--- src/rtl/rm_commit_symbolizer.sv ---
`default_nettype none
// ============================================================================
// Module   : rm_commit_symbolizer
// Purpose  : Producer end of the runtime-monitor symbol interface. Turns the
//            two CVA6 commit ports into an 8-bit symbol stream for the
//            Automata_* monitors, tracking load-use dependencies, buffering
//            bursts in a small FIFO and sequencing run / mon_reset.
// Revision : 1.0 - initial release
// ----------------------------------------------------------------------------
// Ports
//   clk          in   1       core clock
//   reset        in   1       asynchronous, active-high reset
//   enable       in   1       monitoring enabled
//   commit_valid in   2       per-port commit strobe, port 0 is older
//   commit_class in   2x2     {port1, port0}: 00 other, 01 lw, 10 sw, 11 br/jmp
//   commit_rd    in   2x5     {port1, port0} destination register
//   commit_rs1   in   2x5     {port1, port0} source register 1
//   symbols      out  8       symbol to monitors (registered)
//   run          out  1       symbols valid this cycle (registered)
//   mon_reset    out  1       one-cycle monitor reset (registered)
//   overflow     out  1       sticky, a symbol was dropped
//   drop_cnt     out  CNT_W   saturating dropped-symbol count
// ============================================================================
module rm_commit_symbolizer #(
  parameter int FIFO_DEPTH = 8,
  parameter int CNT_W      = 16
) (
  input  logic             clk,
  input  logic             reset,
  input  logic             enable,
  input  logic [1:0]       commit_valid,
  input  logic [3:0]       commit_class,
  input  logic [9:0]       commit_rd,
  input  logic [9:0]       commit_rs1,
  output logic [7:0]       symbols,
  output logic             run,
  output logic             mon_reset,
  output logic             overflow,
  output logic [CNT_W-1:0] drop_cnt
);

  localparam int PW = $clog2(FIFO_DEPTH);
  localparam int CW = PW + 1;
  localparam logic [CW:0] c_DEPTH = (CW+1)'(FIFO_DEPTH);
  localparam logic [CW:0] c_ONE   = (CW+1)'(1);
  localparam logic [CW:0] c_TWO   = (CW+1)'(2);

  typedef enum logic [1:0] {
    S_IDLE   = 2'd0,
    S_MRST   = 2'd1,
    S_STREAM = 2'd2,
    S_DRAIN  = 2'd3
  } state_t;

  state_t           r_state, w_state_nxt;
  logic [7:0]       r_mem [FIFO_DEPTH];
  logic [PW-1:0]    r_wr_ptr, r_rd_ptr;
  logic [CW-1:0]    r_count;
  logic [1:0]       r_seq;
  logic [4:0]       r_ld_rd;
  logic             r_ld_valid;
  logic [7:0]       r_symbols;
  logic             r_run, r_mon_reset, r_overflow;
  logic [CNT_W-1:0] r_drop_cnt;

  logic             w_enq;
  logic [1:0]       w_v;
  logic [4:0]       w_rd0, w_rd1, w_rs0, w_rs1;
  logic [1:0]       w_cls0, w_cls1;
  logic             w_ld_v_mid, w_ld_v_fin;
  logic [4:0]       w_ld_rd_mid, w_ld_rd_fin;
  logic [7:0]       w_sym0, w_sym1, w_head;
  logic [1:0]       w_seq1, w_npush, w_ndrop;
  logic             w_pop_q, w_pop, w_acc0, w_acc1;
  logic [CW:0]      w_space;
  logic [CNT_W:0]   w_drop_sum;

  assign w_rd0  = commit_rd[4:0];
  assign w_rd1  = commit_rd[9:5];
  assign w_rs0  = commit_rs1[4:0];
  assign w_rs1  = commit_rs1[9:5];
  assign w_cls0 = commit_class[1:0];
  assign w_cls1 = commit_class[3:2];

  // Commits only matter while the monitor is being reset or streaming.
  assign w_enq = (r_state == S_MRST) || (r_state == S_STREAM);
  assign w_v   = commit_valid & {2{w_enq}};

  // Tracker is walked in program order: port 1 sees a port-0 lw.
  always_comb begin
    w_ld_v_mid  = r_ld_valid;
    w_ld_rd_mid = r_ld_rd;
    if (w_v[0] && (w_cls0 == 2'b01)) begin
      w_ld_v_mid  = (w_rd0 != 5'd0);
      w_ld_rd_mid = w_rd0;
    end
    w_ld_v_fin  = w_ld_v_mid;
    w_ld_rd_fin = w_ld_rd_mid;
    if (w_v[1] && (w_cls1 == 2'b01)) begin
      w_ld_v_fin  = (w_rd1 != 5'd0);
      w_ld_rd_fin = w_rd1;
    end
  end

  // Admission uses the pre-pop occupancy plus the pop that will happen anyway.
  assign w_pop_q = ((r_state == S_STREAM) || (r_state == S_DRAIN)) && (r_count != '0);
  assign w_space = c_DEPTH - {1'b0, r_count} + {{CW{1'b0}}, w_pop_q};
  assign w_acc0  = w_v[0] && (w_space >= c_ONE);
  assign w_acc1  = w_v[1] && (w_space >= (w_acc0 ? c_TWO : c_ONE));
  assign w_npush = {1'b0, w_acc0} + {1'b0, w_acc1};
  assign w_ndrop = {1'b0, w_v[0] && !w_acc0} + {1'b0, w_v[1] && !w_acc1};

  // A dropped port-0 symbol does not consume a sequence number.
  assign w_seq1 = r_seq + {1'b0, w_acc0};
  assign w_sym0 = {r_seq, w_cls0,
                   r_ld_valid && (w_rs0 == r_ld_rd),
                   r_ld_valid && (w_rd0 == r_ld_rd), w_rd0[1:0]};
  assign w_sym1 = {w_seq1, w_cls1,
                   w_ld_v_mid && (w_rs1 == w_ld_rd_mid),
                   w_ld_v_mid && (w_rd1 == w_ld_rd_mid), w_rd1[1:0]};

  // Empty FIFO in STREAM bypasses the oldest accepted symbol straight out so
  // a commit reaches the monitor on the next cycle.
  assign w_pop  = w_pop_q || ((r_state == S_STREAM) && (w_acc0 || w_acc1));
  assign w_head = (r_count != '0) ? r_mem[r_rd_ptr] : (w_acc0 ? w_sym0 : w_sym1);

  assign w_drop_sum = {1'b0, r_drop_cnt} + {{(CNT_W-1){1'b0}}, w_ndrop};

  always_comb begin
    w_state_nxt = r_state;
    unique case (r_state)
      S_IDLE:   if (enable) w_state_nxt = S_MRST;
      S_MRST:   w_state_nxt = S_STREAM;
      S_STREAM: if (!enable) w_state_nxt = S_DRAIN;
      S_DRAIN: begin
        if (enable)                 w_state_nxt = S_STREAM;
        else if (r_count == '0)     w_state_nxt = S_IDLE;
      end
      default:  w_state_nxt = S_IDLE;
    endcase
  end

  // Storage array carries no reset; occupancy is tracked by the pointers.
  always_ff @(posedge clk) begin
    if (w_acc0) r_mem[r_wr_ptr] <= w_sym0;
    if (w_acc1) r_mem[r_wr_ptr + PW'(w_acc0)] <= w_sym1;
  end

  always_ff @(posedge clk or posedge reset) begin
    if (reset) begin
      r_state     <= S_IDLE;
      r_wr_ptr    <= '0;
      r_rd_ptr    <= '0;
      r_count     <= '0;
      r_seq       <= 2'd0;
      r_ld_rd     <= 5'd0;
      r_ld_valid  <= 1'b0;
      r_symbols   <= 8'h00;
      r_run       <= 1'b0;
      r_mon_reset <= 1'b0;
      r_overflow  <= 1'b0;
      r_drop_cnt  <= '0;
    end else begin
      r_state     <= w_state_nxt;
      r_mon_reset <= (r_state == S_IDLE) && enable;
      r_run       <= w_pop;
      if (w_pop) r_symbols <= w_head;
      r_wr_ptr    <= r_wr_ptr + PW'(w_npush);
      r_rd_ptr    <= r_rd_ptr + PW'(w_pop);
      r_count     <= r_count + CW'(w_npush) - CW'(w_pop);
      r_seq       <= r_seq + w_npush;
      if (r_state == S_IDLE) begin
        r_ld_valid <= 1'b0;
      end else if (w_enq) begin
        r_ld_valid <= w_ld_v_fin;
        r_ld_rd    <= w_ld_rd_fin;
      end
      if (w_ndrop != 2'd0) begin
        r_overflow <= 1'b1;
        r_drop_cnt <= w_drop_sum[CNT_W] ? {CNT_W{1'b1}} : w_drop_sum[CNT_W-1:0];
      end
    end
  end

  assign symbols   = r_symbols;
  assign run       = r_run;
  assign mon_reset = r_mon_reset;
  assign overflow  = r_overflow;
  assign drop_cnt  = r_drop_cnt;

endmodule
`default_nettype wire

--- config.mk ---
export PLATFORM = sky130hd
export DESIGN_NAME = rm_commit_symbolizer
export DESIGN_NICKNAME = d
export VERILOG_FILES = /design/src/rtl/rm_commit_symbolizer.sv
export SDC_FILE = /design/constraint.sdc
export NUM_CORES = 1
export LEC_CHECK = 0
export ABC_AREA = 1
export BUFFER_PORTS_ARGS = -buffer_cell sky130_fd_sc_hd__buf_4
export CAP_MARGIN = 30
export CORE_MARGIN = 3
export CORE_UTILIZATION = 55
export CTS_CLUSTER_SIZE = 12
export DETAILED_ROUTE_END_ITERATION = 8
export PLACE_DENSITY = 0.86
export SETUP_SLACK_MARGIN = 0.2
export SLEW_MARGIN = 0
export SYNTH_ARGS = -nofsm -noshare
export SYNTH_HDL_FRONTEND = slang
export SYNTH_SLANG_ARGS = --single-unit
--- constraint.sdc ---
create_clock -name clk -period 5.6 [get_ports clk]
set_clock_uncertainty 0.05 [all_clocks]
set_input_delay 0.84 -clock clk [delete_from_list [all_inputs] [get_ports clk]]
set_output_delay 0.84 -clock clk [all_outputs]
set_load 0.005 [all_outputs]
Word-level counts from Yosys, hierarchy flattened:

Memories as Yosys holds them, arrays and structs flattened.
Cells that the tools add are included.

* input port bits: 29
* register bits after elaboration: 47
* memories kept: 1
* RAM bits: 64

Memory list
* r_mem: words 8, width 8, read ports 1, clocked after Yosys merged registers in 0, write ports 2, line 56 `logic [7:0] r_mem [FIFO_DEPTH];`

* bitwise logic cells: 2
* order comparisons: 2
* multiplexer cells: 19
* eq/ne operators: 12
* $add $sub $neg: 12
* reductions and logical operators: 28

Operators by type and width (count)
* $eq A5 B5 Y1: 4
* $add A16 B2 Y17: 1
* $mux W16: 1
* $mux W8: 2
* $logic_and A1 B1 Y1: 13
* $mux W2: 5
* $mux W5: 2
* $reduce_bool A5 Y1: 2
* $mux W1: 8
* $pmux W2 S4: 1
* $add A3 B1 Y3: 2
* $eq A2 B1 Y1 const B: 3
* $add A5 B1 Y5: 1
* $ge A5 B1 Y1 const B: 1
* $ge A5 B2 Y1: 1
* $sub A4 B4 Y5 const A: 1
* $add A1 B1 Y2: 2
* $add A4 B2 Y4: 1
* $eq A2 B2 Y1 const B: 2
* $logic_not A4 Y1: 1
* $logic_or A1 B1 Y1: 4
* $ne A2 B2 Y1 const B: 2
* $reduce_bool A2 Y1: 2
* $reduce_bool A4 Y1: 1
* other kinds (11): 12

Logic depth before layout (Yosys ltp):

Gate-level depths: netlist of the first run.

* depth in word-level cells: 14
* mapped depth: 31
* depth with buffers taken out: 31

Least setup slack after synthesis of the first run:

OpenSTA, ideal clock, no wires.

* kind: reg2reg
* start point: register r_state[0]
* end point: register r_drop_cnt[7], in the netlist drop_cnt[7]
* slack: 893 ps
* arrival time: 4530 ps
* stages on the path, launching flop included: 29
* path buffers: 1
* cell sequence: dfrtp_1 -> inv_1 -> ha_1 -> o21ai_0 -> ha_1 -> inv_2 -> ha_1 -> nand2_1 -> nand2_1 -> nor2_1 -> nand4_2 -> nand2_1 -> ha_1 -> nand2_1 -> nand2_1 -> nand2_2 -> nand4_4 -> nor2_1 -> inv_1 -> ha_1 -> ha_1 -> fa_1 -> nand4_1 -> nor2_1 -> nand3_1 -> nor2_1 -> nand3_1 -> buf_2 -> nand3_1

* word-level cells in the longest chain between the ends: 14
* elaborated cells on any way between the ends: 21
* classes of those cells: add/sub: 3; order compare: 2; eq/ne: 3; mux: 2; bitwise: 1; reduce/logical: 10

Ends and longest elaborated chain
* start, declared: line 55 `state_t r_state, w_state_nxt;`
* start signal, assigned: line 164 `r_state <= w_state_nxt;`
* $eq A2 B2 Y1 (on tied branches): line 86, 106
* $logic_or A1 B1 Y1: line 106 `assign w_pop_q = ((r_state == S_STREAM) || (r_state == S_DRAIN)) && (r_count != '0);`
* $logic_and A1 B1 Y1: line 106
* $add A5 B1 Y5: line 107 `assign w_space = c_DEPTH - {1'b0, r_count} + {{CW{1'b0}}, w_pop_q};`
* $ge A5 B1 Y1: line 108 `assign w_acc0 = w_v[0] && (w_space >= c_ONE);`
* $logic_and A1 B1 Y1: line 108
* $mux W2: line 109 `assign w_acc1 = w_v[1] && (w_space >= (w_acc0 ? c_TWO : c_ONE));`
* $ge A5 B2 Y1: line 109
* $logic_and A1 B1 Y1: line 109
* $logic_not A1 Y1: line 111 `assign w_ndrop = {1'b0, w_v[0] && !w_acc0} + {1'b0, w_v[1] && !w_acc1};`
* $logic_and A1 B1 Y1: line 111
* $add A1 B1 Y2 *: line 111
* $add A16 B2 Y17: line 127 `assign w_drop_sum = {1'b0, r_drop_cnt} + {{(CNT_W-1){1'b0}}, w_ndrop};`
* $mux W16: line 180 `r_drop_cnt <= w_drop_sum[CNT_W] ? {CNT_W{1'b1}} : w_drop_sum[CNT_W-1:0];`
* end signal, assigned: line 180
* end, declared: line 64 `logic [CNT_W-1:0] r_drop_cnt;`

Mark *: on every way between the ends. The rest lies on a longest branch, timed or not.
A chain may end at the register's enable or synchronous reset.

Worst setup path after layout of the first run:

* start point: register r_state[0]
* end point: register r_count[2]

* word-level cells in the longest chain between the ends: 13
* elaborated cells on any way between the ends: 19
* classes of those cells: add/sub: 4; order compare: 2; eq/ne: 3; mux: 1; bitwise: 1; reduce/logical: 8

Ends and longest elaborated chain
* branches (longest 12 deep; another with $add A5 B1 Y5)
* $sub A4 B1 Y4 *: line 170 `r_count <= r_count + CW'(w_npush) - CW'(w_pop);`
* end signal, assigned: line 170
* end, declared: line 58 `logic [CW-1:0] r_count;`

Mark *: on every way between the ends.

==> impl_metrics.env, run 1 <==
export IMPL_synth_warnings=0
export IMPL_vias=5735
export IMPL_clock_tree_root_cell="clkbuf_16"
export IMPL_synth_cell_types=39
export IMPL_initial_utilization_pct=57.4
export IMPL_max_cap_violations=0
export IMPL_worst_skew_pair_late_latency_ps=360
export IMPL_estimated_wirelength_of_the_detail_placed_design_mm=11.2
export IMPL_firstDrtPassIters=5
export IMPL_grt_start_max_net_pins=34
export IMPL_finalCritPeriodShare_pct=87.9
export IMPL_use_met2_pct=39.9
export IMPL_fin_setup_tns_ps=0
export IMPL_count_of_buffers_from_port_buffering=55
export IMPL_overflow_left_after_global_routing=0
export IMPL_number_of_h_tree_levels=3
export IMPL_row_count=39
export IMPL_core_area_um2=11700
export IMPL_worst_endpoint_arrival_ps=5120
export IMPL_register_bit_total_from_synthesis=111
export IMPL_place_ws_ps=367
export IMPL_timing_worst_setup_path_type="reg -> reg"
export IMPL_met3_demand_to_capacity_share_in_global_routing_pct=3.78
export IMPL_antenna_diode_count=0
export IMPL_grt_use_met1_pct=34.3
export IMPL_timing_critical_path_to_type="flip-flop"
export IMPL_cts_tree="done"
export IMPL_drc_errors=0
export IMPL_cpMaxStageDelayCell="dfrtp_1"
export IMPL_syn_avg_cell_area_um2=8.45
export IMPL_maxClockFrequency_mhz=203
export IMPL_route_final_wire_length_mm=16.5
export IMPL_clock_path_buffers=2
export IMPL_rsz0062_at_grt="false"
export IMPL_cts_bufs_inserted=9
export IMPL_worstPathBufferInverterCount=8
export IMPL_io_pins=56
export IMPL_cts_clk_slew_worst_paths_ps=70
export IMPL_first_global_vias=5425
export IMPL_synth_seq_area_share_pct=46.3
export IMPL_post_route_worst_setup_slack_ps=678
export IMPL_min_path_type="reg -> reg"
export IMPL_crit_fanout=11
export IMPL_layout_common_cells="190 x nand2_1, 78 x nor2_1, 73 x o21ai_1"
export IMPL_gp_congestion=0.921
export IMPL_startpoint_type="flip-flop"
export IMPL_finalSetupViolCount=0
export IMPL_area_growth_pct=11.3
export IMPL_fp_dieArea_um2=13500
export IMPL_netlist_instances=792
export IMPL_final_hold_violation_count=0
export IMPL_timing_critical_path_required_ps=5790
export IMPL_slew_headroom_pct=35.0
export IMPL_grtUsageTotal_pct=25.3
export IMPL_initial_antenna_violation_count=0
export IMPL_vdd_ir_drop_worst_mv=0.207
export IMPL_most_heavily_used_metal_layer_in_global_routing="met2"
export IMPL_drt_initial_drc_count=621
export IMPL_die_y_um=116
export IMPL_mostFrequentLayoutCell="nand2_1"
export IMPL_finalCriticalPeriod_ps=4920
export IMPL_crit_path_most_repeated_cell="nand2_1"
export IMPL_routed_wire_length_per_instance_um=16.8
export IMPL_tightestPinTransition_ps=969
export IMPL_die_width_um=116
export IMPL_grt_first_pass_wirelength_mm=26.7
export IMPL_nNetsFinal=894
export IMPL_number_of_vias_per_cell_after_detailed_routing=5.84
export IMPL_drive_above_1_share_pct=14.1
export IMPL_nets_in_the_synthesized_netlist=852
export IMPL_synth_area_um2=6690
export IMPL_p_leak_nw=3.35
export IMPL_detail_route_antenna_nets=0
export IMPL_max_stage_delay_ps=400
export IMPL_critical_path_top_delay_family="adder cells"
export IMPL_cts_num_sinks=111
export IMPL_p_per_cell_area_nw_per_um2=551
export IMPL_outcome="finished clean"
export IMPL_timing_max_transition_violations_final=0
-- kinds of logic (layout without fill, tap and decap cells) --
family,count (synthesis),in the layout,share of synthesized area (%)
fa+ha+maj,31,31,6.13
compound gates,158,158,12.9
buf+inv,108,155,7.68
flops,111,111,46.3
xor+xnor,12,12,1.57
simple gates,372,372,25.5
-- registers in the layout (all words and copies together) (netlist names) --
register,count
run,1
r_ld_valid,1
symbols,8
r_rd_ptr,3
mon_reset,1
overflow,1
drop_cnt,16
r_count,4
r_state,2
r_mem,64
r_wr_ptr,3
r_ld_rd,5
r_seq,2
-- worst paths after layout --
check | depth (start not counted) | end | start | slack (ps)
setup / recovery | 30 | r_count[2]$_DFF_PP0_ | r_state[0]$_DFFE_PP0P_ | 680
min in group asynchronous | 2 | r_seq[1]$_DFF_PP0_ | reset | 440
setup reg to reg | 30 | r_count[2]$_DFF_PP0_ | r_state[0]$_DFFE_PP0P_ | 680
max in group asynchronous | 3 | r_ld_rd[0]$_DFFE_PP0P_ | reset | 4560
hold / removal | 1 | overflow$_DFFE_PP0P_ | overflow$_DFFE_PP0P_ | 430
hold reg to reg | 1 | overflow$_DFFE_PP0P_ | overflow$_DFFE_PP0P_ | 430
-- Yosys cell counts (all sizes together) --
library cell,number,share of area [%]
o22ai,9,0.84
buf,13,2.3
o41ai,1,0.13
nand4,6,0.88
o21a,1,0.11
o21ai,123,9.2
dfrtp,47,18
o211ai,4,0.45
a22oi,1,0.11
nand3,67,6.7
a211oi,1,0.11
clkbuf,17,0.95
nor3,8,0.60
nand2,195,11
fa,3,0.90
o221ai,10,1.3
inv,77,4.4
xnor2,6,0.79
nor2,86,5.1
or2,7,0.65
a21oi,8,0.60
edfxtp,64,29
clkinv,1,0.056
ha,28,5.2
nand3b,3,0.34
xor2,6,0.79
-- through the flow --
stage / cell area [µm²] / instances / total power [mW] / utilization [%] / hold WS (ps)
floorplan: 6690 / 792 / 2.86 / - / 415
global placement: 7100 / 964 / 3.30 / 60.9 / 412
detailed placement: 7120 / 965 / 3.40 / 61.0 / 407
CTS: 7420 / 981 / 4.06 / 63.6 / 433
global route: 7450 / 982 / 4.42 / 63.9 / 455
finish: 7450 / 982 / 4.10 / 63.9 / 430
-- layout make-up --
class | count | area [µm²]
fill | 916 | 4210
multi-input combinational | 573 | 3100
sequential | 111 | 3100
timing repair buffer | 61 | 470
inverter | 78 | 299
clock buffer | 11 | 233
tap | 143 | 179
clock inverter | 5 | 67.6
-- routing by layer --
| layer | routed length [µm] | up-vias | part of all wire, % |
|---|---|---|---|
| li1 | - | 2761 | - |
| met1 | 6690 | 2615 | 41 |
| met2 | 7690 | 306 | 47 |
| met3 | 1500 | 53 | 9.1 |
| met4 | 578 | 0 | 3.5 |
| met5 | 0 | - | 0 |
-- what timing repair did --
| item | in CTS | in global routing |
|---|---|---|
| endpoints found under the setup margin | 1 | 18 |
| gates cloned | 0 | 0 |
| setup buffers | 0 | 1 |
| hold buffers | 0 | 0 |
| gates resized for setup | 1 | 6 |
-- power by group --
| part | switching (mW) | leakage, nW | internal (mW) |
|---|---|---|---|
| sequential | 0.199 | 1.15 | 1.20 |
| clock | 0.307 | 0.140 | 0.354 |
| combinational | 1.34 | 2.06 | 0.707 |
| total | 1.84 | 3.35 | 2.26 |
Power figures use the tool's default switching activity.
==> run 2: changes to the inputs <==
--- a/config.mk
+++ b/config.mk
@@ -6,7 +6,7 @@
 export NUM_CORES = 1
 export LEC_CHECK = 0
 export ABC_AREA = 1
-export BUFFER_PORTS_ARGS = -buffer_cell sky130_fd_sc_hd__buf_4
+export BUFFER_PORTS_ARGS = -buffer_cell sky130_fd_sc_hd__buf_2
 export CAP_MARGIN = 30
 export CORE_MARGIN = 3
 export CORE_UTILIZATION = 55
==> run 2 against run 1 <==
Net effect:
- sequential power about the same
- sequential share of layout area up 0.78 points
- final cell count unchanged
- count of clock-buffer cells in the layout down 2
- first-iteration DRC count down 13%
- design area down 1.8%
- die area unchanged
- largest cell class is now flip-flops and latches
- core utilization down 1.2 points
- non-clock buffer count unchanged
==> impl_metrics.env, run 2 (same netlist as run 1, synthesis figures left out) <==
export IMPL_outcome="finished clean"
export IMPL_power_net_switching_mw=1.84
export IMPL_initial_utilization_pct=57.4
export IMPL_cell_internal_pwr_mw=2.23
export IMPL_count_of_buffers_from_port_buffering=55
export IMPL_grt_start_max_net_pins=35
export IMPL_maxClockFrequency_mhz=206
export IMPL_totalPowerFinal_mw=4.07
export IMPL_io_pins=56
export IMPL_timing_critical_path_required_ps=5790
export IMPL_initial_antenna_violation_count=0
export IMPL_finalSetupViolCount=0
export IMPL_post_route_worst_setup_slack_ps=754
export IMPL_drive_above_1_share_pct=14.1
export IMPL_crit_path_most_repeated_cell="nand2_1"
export IMPL_antenna_diode_count=0
export IMPL_routed_wire_length_per_instance_um=16.4
export IMPL_detail_route_antenna_nets=0
export IMPL_switching_share_pct=45.2
export IMPL_max_stage_delay_ps=390
export IMPL_finish_utilization_pct=62.7
export IMPL_fp_dieArea_um2=13500
export IMPL_number_of_flip_flops_under_the_largest_register_name=64
export IMPL_min_path_type="in -> async"
export IMPL_holdBufCountCts=0
export IMPL_max_cap_violations=0
export IMPL_drt_initial_drc_count=542
export IMPL_route_final_wire_length_mm=16.1
export IMPL_clock_path_buffers=2
export IMPL_die_y_um=116
export IMPL_grtUsageTotal_pct=25.0
export IMPL_r2r_end="r_count[2]$_DFF_PP0_"
export IMPL_timing_worst_setup_path_type="reg -> reg"
export IMPL_rrSetupSlack_ps=750
export IMPL_drc_errors=0
export IMPL_finalCritPeriodShare_pct=86.5
export IMPL_clock_tree_root_cell="clkbuf_16"
export IMPL_timing_max_transition_violations_final=0
export IMPL_met3_demand_to_capacity_share_in_global_routing_pct=4.04
export IMPL_row_count=39
export IMPL_vdd_ir_drop_worst_mv=0.210
export IMPL_place_ws_ps=318
export IMPL_slew_headroom_pct=34.4
export IMPL_worst_r2r_cell_count=27
export IMPL_overflow_left_after_global_routing=0
export IMPL_number_of_vias_per_cell_after_detailed_routing=5.73
export IMPL_estimated_wirelength_of_the_detail_placed_design_mm=11.2
export IMPL_finalCriticalPeriod_ps=4850
export IMPL_max_flop_register="r_mem"
export IMPL_cts_num_sinks=111
export IMPL_gp_congestion=0.922
export IMPL_rsz0062_at_grt="false"
export IMPL_layout_common_cells="190 x nand2_1, 79 x nor2_1, 72 x o21ai_1"
export IMPL_seq_power_share_pct=34.1
export IMPL_comb_power_share_pct=49.3
export IMPL_p_leak_nw=3.32
export IMPL_most_heavily_used_metal_layer_in_global_routing="met2"
export IMPL_final_hold_violation_count=0
export IMPL_fin_setup_tns_ps=0
export IMPL_first_global_vias=5445
export IMPL_cpMaxStageDelayCell="dfrtp_1"
export IMPL_regToRegStartpoint="r_state[0]$_DFFE_PP0P_"
export IMPL_power_frac_clock_pct=16.6
export IMPL_timing_critical_path_to_type="flip-flop"
export IMPL_firstDrtPassIters=5
export IMPL_cts_tree="done"
export IMPL_crit_fanout=11
export IMPL_nNetsFinal=894
export IMPL_core_area_um2=11700
export IMPL_number_of_h_tree_levels=3
export IMPL_p_per_cell_area_nw_per_um2=556
export IMPL_tightestPinTransition_ps=977
export IMPL_grt_use_met1_pct=34.0
export IMPL_mostFrequentLayoutCell="nand2_1"
export IMPL_die_width_um=116
export IMPL_area_growth_pct=9.23
export IMPL_worst_endpoint_arrival_ps=5040
export IMPL_use_met2_pct=41.1
export IMPL_cts_bufs_inserted=9
export IMPL_cts_clk_slew_worst_paths_ps=80
export IMPL_startpoint_type="flip-flop"
export IMPL_vias=5630
export IMPL_worst_skew_pair_late_latency_ps=360
export IMPL_grt_first_pass_wirelength_mm=26.4
[run 2: timing repair]
action | 4_1_cts | 5_1_grt
endpoints found under the setup margin | 0 | 18
buffers inserted | 0 | 1
resized for setup | 0 | 3
[run 2: power by group through the flow]
stage	registers [mW]	logic, mW	clock network, mW
after detailed placement	1.40	1.96	0
after CTS	1.38	1.99	0.682
after floorplan	1.32	1.54	0
after global routing	1.42	2.27	0.710
after global placement	1.39	1.88	0
final	1.39	2.01	0.674
[run 2: critical path, delay by kind of cell, from the launching register on]
family / cells / cell delay, ps
adders and majority gates: 7 / 1730
buffers and inverters: 6 / 750
DFF: 1 / 390
AOI/OAI and AO/OA: 2 / 440
and+or+nand+nor: 11 / 1210
xor gates and xnor gates: 1 / 140
[run 2: per-stage QoR]
step	area, µm²	instances	hold WS (ps)
finish	7310	982	429
global route	7310	982	458
CTS	7290	981	438
detailed placement	6980	965	418
global placement	6960	964	404
floorplan	6690	792	415
[run 2: worst max path at each step]
stage                      startpoint                       to  cells past startpoint
2_1_floorplan  r_state[0]$_DFFE_PP0P_  drop_cnt[7]$_DFFE_PP0P_                     28
3_3_place_gp   r_state[0]$_DFFE_PP0P_  drop_cnt[1]$_DFFE_PP0P_                     27
3_5_place_dp   r_state[0]$_DFFE_PP0P_  drop_cnt[0]$_DFFE_PP0P_                     27
4_1_cts        r_state[0]$_DFFE_PP0P_  drop_cnt[0]$_DFFE_PP0P_                     27
5_1_grt        r_state[0]$_DFFE_PP0P_     r_count[2]$_DFF_PP0_                     29
6_report       r_state[0]$_DFFE_PP0P_     r_count[2]$_DFF_PP0_                     27
[run 2: cell type report]
| class | instances | area (µm²) |
|---|---|---|
| Fill cell | 967 | 4350 |
| Sequential cell | 111 | 3100 |
| Multi-Input combinational cell | 573 | 3090 |
| Timing Repair Buffer | 61 | 333 |
| Inverter | 78 | 295 |
| Clock buffer | 9 | 225 |
| Tap cell | 143 | 179 |
| Clock inverter | 7 | 90.1 |
[run 2: per-layer routing]
layer / part of all wire (%) / wire (µm) / up-vias
li1: - / - / 2762
met3: 7.2 / 1160 / 30
met2: 48 / 7760 / 233
met1: 42 / 6840 / 2605
met4: 2.2 / 361 / 0
met5: 0 / 0 / -
